### src/rtl/ofdm_qam_mapper_if.sv
// Point stream bundle between the preamble ROM, the QAM mapper and the IFFT stage.
// The mapper takes the slave view; the environment driving it takes the master view.
interface ofdm_qam_mapper_if #(
  parameter int OUT_WIDTH = 16,
  parameter int SC_W      = 6
);
  logic [3:0]                  idata;
  logic                        valid_rom;
  logic                        ready_out;
  logic                        ready_in;
  logic                        valid_out;
  logic signed [OUT_WIDTH-1:0] i_out;
  logic signed [OUT_WIDTH-1:0] q_out;
  logic [SC_W-1:0]             sc_idx;
  logic                        sof;
  logic                        eof;

  modport master (
    output idata, valid_rom, ready_in,
    input  ready_out, valid_out, i_out, q_out, sc_idx, sof, eof
  );

  modport slave (
    input  idata, valid_rom, ready_in,
    output ready_out, valid_out, i_out, q_out, sc_idx, sof, eof
  );
endinterface

### src/rtl/ofdm_qam_mapper.sv
// QPSK / Gray 16-QAM mapper with a one-register map stage, small output FIFO
// and subcarrier framing (sc_idx, sof, eof) for the IFFT stage.
module ofdm_qam_mapper #(
  parameter int OUT_WIDTH  = 16,
  parameter int QPSK_AMP   = 11585,
  parameter int QAM_UNIT   = 5181,
  parameter int FIFO_DEPTH = 4,
  parameter int N_SC       = 64
) (
  input  logic                clk,
  input  logic                reset,
  input  logic                mod_switch,
  output logic                overflow,
  ofdm_qam_mapper_if.slave    bus
);

  localparam int PW   = $clog2(FIFO_DEPTH);
  localparam int CW   = PW + 2;
  localparam int SC_W = $clog2(N_SC);

  localparam logic signed [OUT_WIDTH-1:0] L_QPSK = OUT_WIDTH'(QPSK_AMP);
  localparam logic signed [OUT_WIDTH-1:0] L_U    = OUT_WIDTH'(QAM_UNIT);
  localparam logic signed [OUT_WIDTH-1:0] L_3U   = OUT_WIDTH'(3 * QAM_UNIT);

  logic                        r_mode;
  logic                        r_map_valid;
  logic signed [OUT_WIDTH-1:0] r_map_i;
  logic signed [OUT_WIDTH-1:0] r_map_q;
  logic signed [OUT_WIDTH-1:0] r_fifo_i [FIFO_DEPTH];
  logic signed [OUT_WIDTH-1:0] r_fifo_q [FIFO_DEPTH];
  logic [PW-1:0]               r_wr_ptr;
  logic [PW-1:0]               r_rd_ptr;
  logic [CW-1:0]               r_count;
  logic [SC_W-1:0]             r_sc_idx;
  logic                        r_overflow;

  logic                        w_valid_out;
  logic                        w_pop;
  logic                        w_accept;
  logic [CW-1:0]               w_occ;
  logic [CW-1:0]               w_commit;
  logic signed [OUT_WIDTH-1:0] w_map_i;
  logic signed [OUT_WIDTH-1:0] w_map_q;

  function automatic logic signed [OUT_WIDTH-1:0] gray_level(input logic [1:0] g);
    case (g)
      2'b00:   return -L_3U;
      2'b01:   return -L_U;
      2'b11:   return L_U;
      default: return L_3U;
    endcase
  endfunction

  always_comb begin
    w_map_i = '0;
    w_map_q = '0;
    if (r_mode) begin
      w_map_i = gray_level(bus.idata[3:2]);
      w_map_q = gray_level(bus.idata[1:0]);
    end else begin
      w_map_i = bus.idata[1] ? -L_QPSK : L_QPSK;
      w_map_q = bus.idata[0] ? -L_QPSK : L_QPSK;
    end
  end

  assign w_valid_out = (r_count != '0);
  assign w_pop       = w_valid_out && bus.ready_in;
  assign w_occ       = r_count + CW'(r_map_valid) + CW'(bus.valid_rom);
  // A word is taken only if the FIFO level committed at this edge leaves room
  // for it when it leaves the map register next cycle.
  assign w_commit    = r_count + CW'(r_map_valid) - CW'(w_pop);
  assign w_accept    = !reset && bus.valid_rom && (w_commit < CW'(FIFO_DEPTH));

  always_ff @(posedge clk) begin
    if (reset) begin
      r_mode <= mod_switch;
    end
  end

  always_ff @(posedge clk) begin
    if (reset) begin
      r_map_valid <= 1'b0;
      r_overflow  <= 1'b0;
      r_wr_ptr    <= '0;
      r_rd_ptr    <= '0;
      r_count     <= '0;
      r_sc_idx    <= '0;
    end else begin
      r_map_valid <= w_accept;
      if (bus.valid_rom && !w_accept) begin
        r_overflow <= 1'b1;
      end
      if (r_map_valid) begin
        r_wr_ptr <= r_wr_ptr + 1'b1;
      end
      if (w_pop) begin
        r_rd_ptr <= r_rd_ptr + 1'b1;
        r_sc_idx <= (r_sc_idx == SC_W'(N_SC - 1)) ? '0 : r_sc_idx + 1'b1;
      end
      r_count <= r_count + CW'(r_map_valid) - CW'(w_pop);
    end
  end

  always_ff @(posedge clk) begin
    if (w_accept) begin
      r_map_i <= w_map_i;
      r_map_q <= w_map_q;
    end
    if (!reset && r_map_valid) begin
      r_fifo_i[r_wr_ptr] <= r_map_i;
      r_fifo_q[r_wr_ptr] <= r_map_q;
    end
  end

  assign bus.ready_out = !reset && (w_occ < CW'(FIFO_DEPTH));
  assign bus.valid_out = w_valid_out;
  assign bus.i_out     = w_valid_out ? r_fifo_i[r_rd_ptr] : '0;
  assign bus.q_out     = w_valid_out ? r_fifo_q[r_rd_ptr] : '0;
  assign bus.sc_idx    = r_sc_idx;
  assign bus.sof       = w_valid_out && (r_sc_idx == '0);
  assign bus.eof       = w_valid_out && (r_sc_idx == SC_W'(N_SC - 1));
  assign overflow      = r_overflow;

endmodule

### src/flat_wrapper.sv
// flat-port wrapper written by rule: the top's interface ports become plain ports
module ofdm_qam_mapper_flat 
#(
  parameter int OUT_WIDTH  = 16,
  parameter int QPSK_AMP   = 11585,
  parameter int QAM_UNIT   = 5181,
  parameter int FIFO_DEPTH = 4,
  parameter int N_SC       = 64
)
  (clk, reset, mod_switch, overflow, bus_idata, bus_valid_rom, bus_ready_in, bus_ready_out, bus_valid_out, bus_i_out, bus_q_out, bus_sc_idx, bus_sof, bus_eof);
  ofdm_qam_mapper_if #(.OUT_WIDTH(OUT_WIDTH), .SC_W(6)) bus_i ();
  input  logic clk;
  input  logic reset;
  input  logic mod_switch;
  output logic overflow;
  input wire logic [$bits(bus_i.idata)-1:0] bus_idata;
  input wire logic [$bits(bus_i.valid_rom)-1:0] bus_valid_rom;
  input wire logic [$bits(bus_i.ready_in)-1:0] bus_ready_in;
  output wire logic [$bits(bus_i.ready_out)-1:0] bus_ready_out;
  output wire logic [$bits(bus_i.valid_out)-1:0] bus_valid_out;
  output wire logic [$bits(bus_i.i_out)-1:0] bus_i_out;
  output wire logic [$bits(bus_i.q_out)-1:0] bus_q_out;
  output wire logic [$bits(bus_i.sc_idx)-1:0] bus_sc_idx;
  output wire logic [$bits(bus_i.sof)-1:0] bus_sof;
  output wire logic [$bits(bus_i.eof)-1:0] bus_eof;
  assign bus_i.idata = bus_idata;
  assign bus_i.valid_rom = bus_valid_rom;
  assign bus_i.ready_in = bus_ready_in;
  assign bus_ready_out = bus_i.ready_out;
  assign bus_valid_out = bus_i.valid_out;
  assign bus_i_out = bus_i.i_out;
  assign bus_q_out = bus_i.q_out;
  assign bus_sc_idx = bus_i.sc_idx;
  assign bus_sof = bus_i.sof;
  assign bus_eof = bus_i.eof;
  ofdm_qam_mapper #(.OUT_WIDTH(OUT_WIDTH), .QPSK_AMP(QPSK_AMP), .QAM_UNIT(QAM_UNIT), .FIFO_DEPTH(FIFO_DEPTH), .N_SC(N_SC)) u_core (.clk(clk), .reset(reset), .mod_switch(mod_switch), .overflow(overflow), .bus(bus_i));
endmodule
### config.mk
export PLATFORM = sky130hd
export DESIGN_NAME = ofdm_qam_mapper_flat
export DESIGN_NICKNAME = d
export VERILOG_FILES = /design/src/rtl/ofdm_qam_mapper_if.sv /design/src/rtl/ofdm_qam_mapper.sv /design/src/flat_wrapper.sv
export SDC_FILE = /design/constraint.sdc
export NUM_CORES = 1
export LEC_CHECK = 0
export BUFFER_PORTS_ARGS = -buffer_cell sky130_fd_sc_hd__buf_4
export CAP_MARGIN = 20
export CORE_MARGIN = 5
export CORE_UTILIZATION = 61
export CTS_CLUSTER_DIAMETER = 100
export DETAILED_ROUTE_END_ITERATION = 10
export GPL_TIMING_DRIVEN = 0
export PLACE_DENSITY_LB_ADDON = 0.15
export SLEW_MARGIN = 10
export SYNTH_ARGS = -nofsm -noshare
export SYNTH_HDL_FRONTEND = slang
export SYNTH_SLANG_ARGS = --single-unit
### constraint.sdc
create_clock -name clk -period 8.5 [get_ports clk]
set_input_delay 0.85 -clock clk [delete_from_list [all_inputs] [get_ports clk]]
set_output_delay 0.85 -clock clk [all_outputs]
set_load 0.05 [all_outputs]
# After elaboration in Yosys (flattened, before gate mapping)
# Memory sizes are Yosys's and may differ from the RTL's. A register that Yosys moved wholly into a read port is not among the register bits.
# Index checks and enable logic that the tools add are counted.
[totals] register_bits=49 mem_bits_rw=128 in_bits=9 out_inout_bits=43 word_cells=53 mem_count=2
[classes] add_sub_neg=6 magnitude_cmp=2 eq_ne=5 mux=15 reduce_logical=14
[memory_table] name="u_core.r_fifo_i" words=4 width=16 rd=1 rd_ports_with_merged_regs=1 wr=1 line_no="ofdm_qam_mapper.sv:29" rtl="logic signed [OUT_WIDTH-1:0] r_fifo_i [FIFO_DEPTH];"
[memory_table] name="u_core.r_fifo_q" words=4 width=16 rd=1 rd_ports_with_merged_regs=1 wr=1 line_no="ofdm_qam_mapper.sv:30" rtl="logic signed [OUT_WIDTH-1:0] r_fifo_q [FIFO_DEPTH];"
[op_table] operator="two-way mux 16 bit" n=6
[op_table] operator="case mux 16 bit (3 select lines)" n=2
[op_table] operator="adder 4 x 1 -> 4 bit" n=2
[op_table] operator="logical AND 1 bit" n=8
[op_table] operator="< comparator 4 x 3 -> 1 bit, second input constant" n=2
[op_table] operator="two-way mux 2 bit" n=4
[op_table] operator="adder 6 x 1 -> 6 bit, second input constant" n=1
[op_table] operator="equality test 6 bit, second input constant" n=1
[op_table] operator="zero test 6 bit" n=1
[op_table] operator="two-way mux 6 bit" n=1
[op_table] operator="adder 2 x 1 -> 2 bit, second input constant" n=2
[op_table] operator="equality test 2 x 1 -> 1 bit, second input constant" n=2
[op_table] operator="equality test 2 bit, second input constant" n=2
[op_table] operator="zero test 2 bit" n=2
[op_table] operator="nonzero test 4 bit" n=1
[op_table] operator="subtractor 4 x 1 -> 4 bit" n=1
[op_table] operator="zero test 1 bit" n=2
[op_table] operator="two-way mux 1 bit" n=2

# Depth between registers and ports, before layout
[logic_depth] depth_word=7 depth_mapped=9 mapped_depth_nobuf=8

# Least setup slack after synthesis
# OpenSTA, ideal clock, no wires.
[synth_timing] path_kind="input port to flip-flop" from="input port bus_ready_in" to="register u_core.r_map_i[10], enable pin" setup_time_ps=407 arrival_time_ps=2887 required_time_ps=8093 path_slack_ps=5207 cell_stages=8 path_buffers=1 path_cell_list="o41a_1 -> buf_6 -> ha_1 -> ha_1 -> nand2_1 -> nor3_1 -> a41oi_1 -> a21boi_0"
[synth_between] elab_chain_len=4
[synth_rtl] element="from (decl)" line_no="flat_wrapper.sv:18" rtl="input wire logic [$bits(bus_i.ready_in)-1:0] bus_ready_in;"
[synth_rtl] element="logical AND 1 bit" line_no="ofdm_qam_mapper.sv:67" rtl="assign w_pop = w_valid_out && bus.ready_in;"
[synth_rtl] element="subtractor 4 x 1 -> 4 bit" line_no="ofdm_qam_mapper.sv:71" rtl="assign w_commit = r_count + CW'(r_map_valid) - CW'(w_pop);"
[synth_rtl] element="< comparator 4 x 3 -> 1 bit" line_no="ofdm_qam_mapper.sv:72" rtl="assign w_accept = !reset && bus.valid_rom && (w_commit < CW'(FIFO_DEPTH));"
[synth_rtl] element="logical AND 1 bit" line_no="ofdm_qam_mapper.sv:72"
[synth_rtl] element="net u_core.w_accept" line_no="ofdm_qam_mapper.sv:39" rtl="logic w_accept;"
[synth_rtl] element="to (signal assigned)" line_no="ofdm_qam_mapper.sv:106" rtl="r_map_i <= w_map_i;"
[synth_rtl] element="to (decl)" line_no="ofdm_qam_mapper.sv:27" rtl="logic signed [OUT_WIDTH-1:0] r_map_i;"
# The timed path passes the listed nets, and every way through them passes these cells.
# A chain may end at the register's enable or synchronous reset.

==> metrics.csv <==
metric;value;unit
outcome;completed;
required;7.65;ns
path_clk_slew;0.09;ns
drt_iter0_drc;160;
period_minus_slack;3.162;ns
cap_violations;0;
drt-vias-per-instance;5.484;
post-route-util;75.15;%
netlist_instances;253;
synth_top_area_share;55.74;%
wire_per_inst;16.25;um
end_kind;output port;
drc_errors;0;
grt_max_degree;17;
place_inst;379;
synth.area.top_cells;edfxtp_1, dfxtp_1, mux4_2, buf_4, ha_1;
cts_resized;0;
syn_nets;272;
grt_pass1_wl;10370;um
hold_class;flop to flop;
insertion_delay;0.36;ns
nets;334;
maxSlewHeadroom;43.99;%
wl;6418;um
first_global_vias;2051;
fin_setup_tns;0;ns
detail-route-antenna-nets;0;
hold_viol_final;0;
synth_largest_area_cell;edfxtp_1;
drtPass1Iterations;4;
ys_seq_area_share;65.16;%
cp-start-kind;flop;
max_freq;316.2;MHz
synth_edf_count;71;
hold_buffers;0;
synth_cell_types;36;
grtUsageTotal;18.27;%
vias;2166;
rsz0062_at_grt;no;
cts_max_path_buffers;2;
synth_flop_cell;edfxtp_1;
postCtsSetupBuffers;0;
ios;52;
critical_path_class;flop to output port;
hpwlAfterDp;4278;um
die_area;7954;um^2
root_buffer;clkbuf_8;
yosysWarnings;0;
fin_skew;0.01001;ns
syn_area_per_cell;15.12;um^2
ys_ff_latch;89;
cts.sinks;89;
grt.overflow.total;0;
htreeDepth;3;
cp_max_fo;10;
diodes;0;
drive_gt1_share;34.38;%
numPortBuffers;51;
setup_viol;0;
antenna_found_initial;0;
crit_arrival;2.31;ns
fp.dieH;89.19;um
die_w;89.19;um
finalNonFillerCells;395;
fin_crit_sh;37.20;%
tightest_slew;0.8353;ns
area_growth;18.38;%
synth_area;3825;um^2
initial_core_util;63.48;%
core-area;6026;um^2
async_flop_share;0;%
cts_tree;done;
synth_common_cells;edfxtp_1, and2_1, buf_4, dfxtp_1, inv_1;
gp_congestion;0.8014;
numCtsBuffers;9;
post-synth-top-count-cell;edfxtp_1;
rows;28;
maxSlewViolCount;0;
==> metal layers <==
layer	track usage [%]	share of wire [%]	wire length (um)	up-vias
met5	0	0	0	-
met2	27.19	48	3067	74
met4	8.796	2.3	148	0
li1	-	-	-	1027
met3	4.608	6.7	429	12
met1	25.39	43	2773	1053
==> placed cells by master, fill, tap and decap left out, types with 4 or more instances in the layout <==
master	count
clkbuf_8	9
xnor2_1	5
nor2_1	14
nor2b_1	6
edfxtp_1	71
nand2_1	13
ha_1	10
mux4_2	14
nand3_1	4
buf_4	70
and2_1	19
dfxtp_1	18
inv_1	15
xor2_1	7
==> logic make-up after synthesis <==
group	count (synthesis)	synth area share [%]
DFF	89	65.16
and+or+nand+nor	67	9.291
buffers and inverters	42	6.640
AOI/OAI and AO/OA	16	3.533
muxes	16	8.767
xor gates and xnor gates	13	3.337
adders and majority gates	10	3.271
==> path summary, 6_finish.rpt <==
path	start	end	slack [ns]	depth (start not counted)
worst max-delay path	flop	bus_i_out[12]	5.34	5
worst max register to register	u_core.r_count[3]$_SDFF_PP0_	u_core.r_map_q[14]$_DFFE_PP_	5.67	8
worst min-delay path	u_core.overflow$_SDFFE_PP0P_	u_core.overflow$_SDFFE_PP0P_	0.49	1
worst min register to register	u_core.overflow$_SDFFE_PP0P_	u_core.overflow$_SDFFE_PP0P_	0.49	1
==> critical path: stages, from the launching register on <==
cell and delay (ns):
dfxtp_1 0.45, clkbuf_1 0.54, mux4_2 0.43, and2_1 0.21, buf_4 0.13, buf_4 0.18
==> state kept, by name (all words and copies together), names as in the netlist, named ones only <==
signal / cells
u_core.r_fifo_i: 28
u_core.bus.sc_idx: 6
u_core.r_mode: 1
u_core.r_count: 4
u_core.r_rd_ptr: 2
u_core.r_map_q: 7
u_core.r_wr_ptr: 2
u_core.r_fifo_q: 28
u_core.r_map_i: 7
u_core.r_map_valid: 1
u_core.overflow: 1
==> layout make-up <==
type                       count  area [um^2]
clock buffer                   9        123.9
fill                         384         1498
sequential                    89         2492
timing repair buffer          51        382.9
tap                           75        93.84
multi-input combinational    122         1082
inverter                      15        56.30
clock inverter                 7        98.84
buffer                        27        197.7
==> through the flow <==
| step | worst slack (ns) | hold slack (ns) | area [um^2] |
|---|---|---|---|
| final | 5.338 | 0.4861 | 4528 |
| after global routing | 5.188 | 0.5055 | 4528 |
| after CTS | 5.281 | 0.4865 | 4528 |
| after detailed placement | 5.359 | 0.4627 | 4305 |
| after global placement | 4.438 | 0.4623 | 4302 |
| after floorplan | 5.207 | 0.4587 | 3825 |
Power is left out: the tool's default activity adds up to more than one toggle a clock period on the data nets, which glitch-free logic cannot reach.
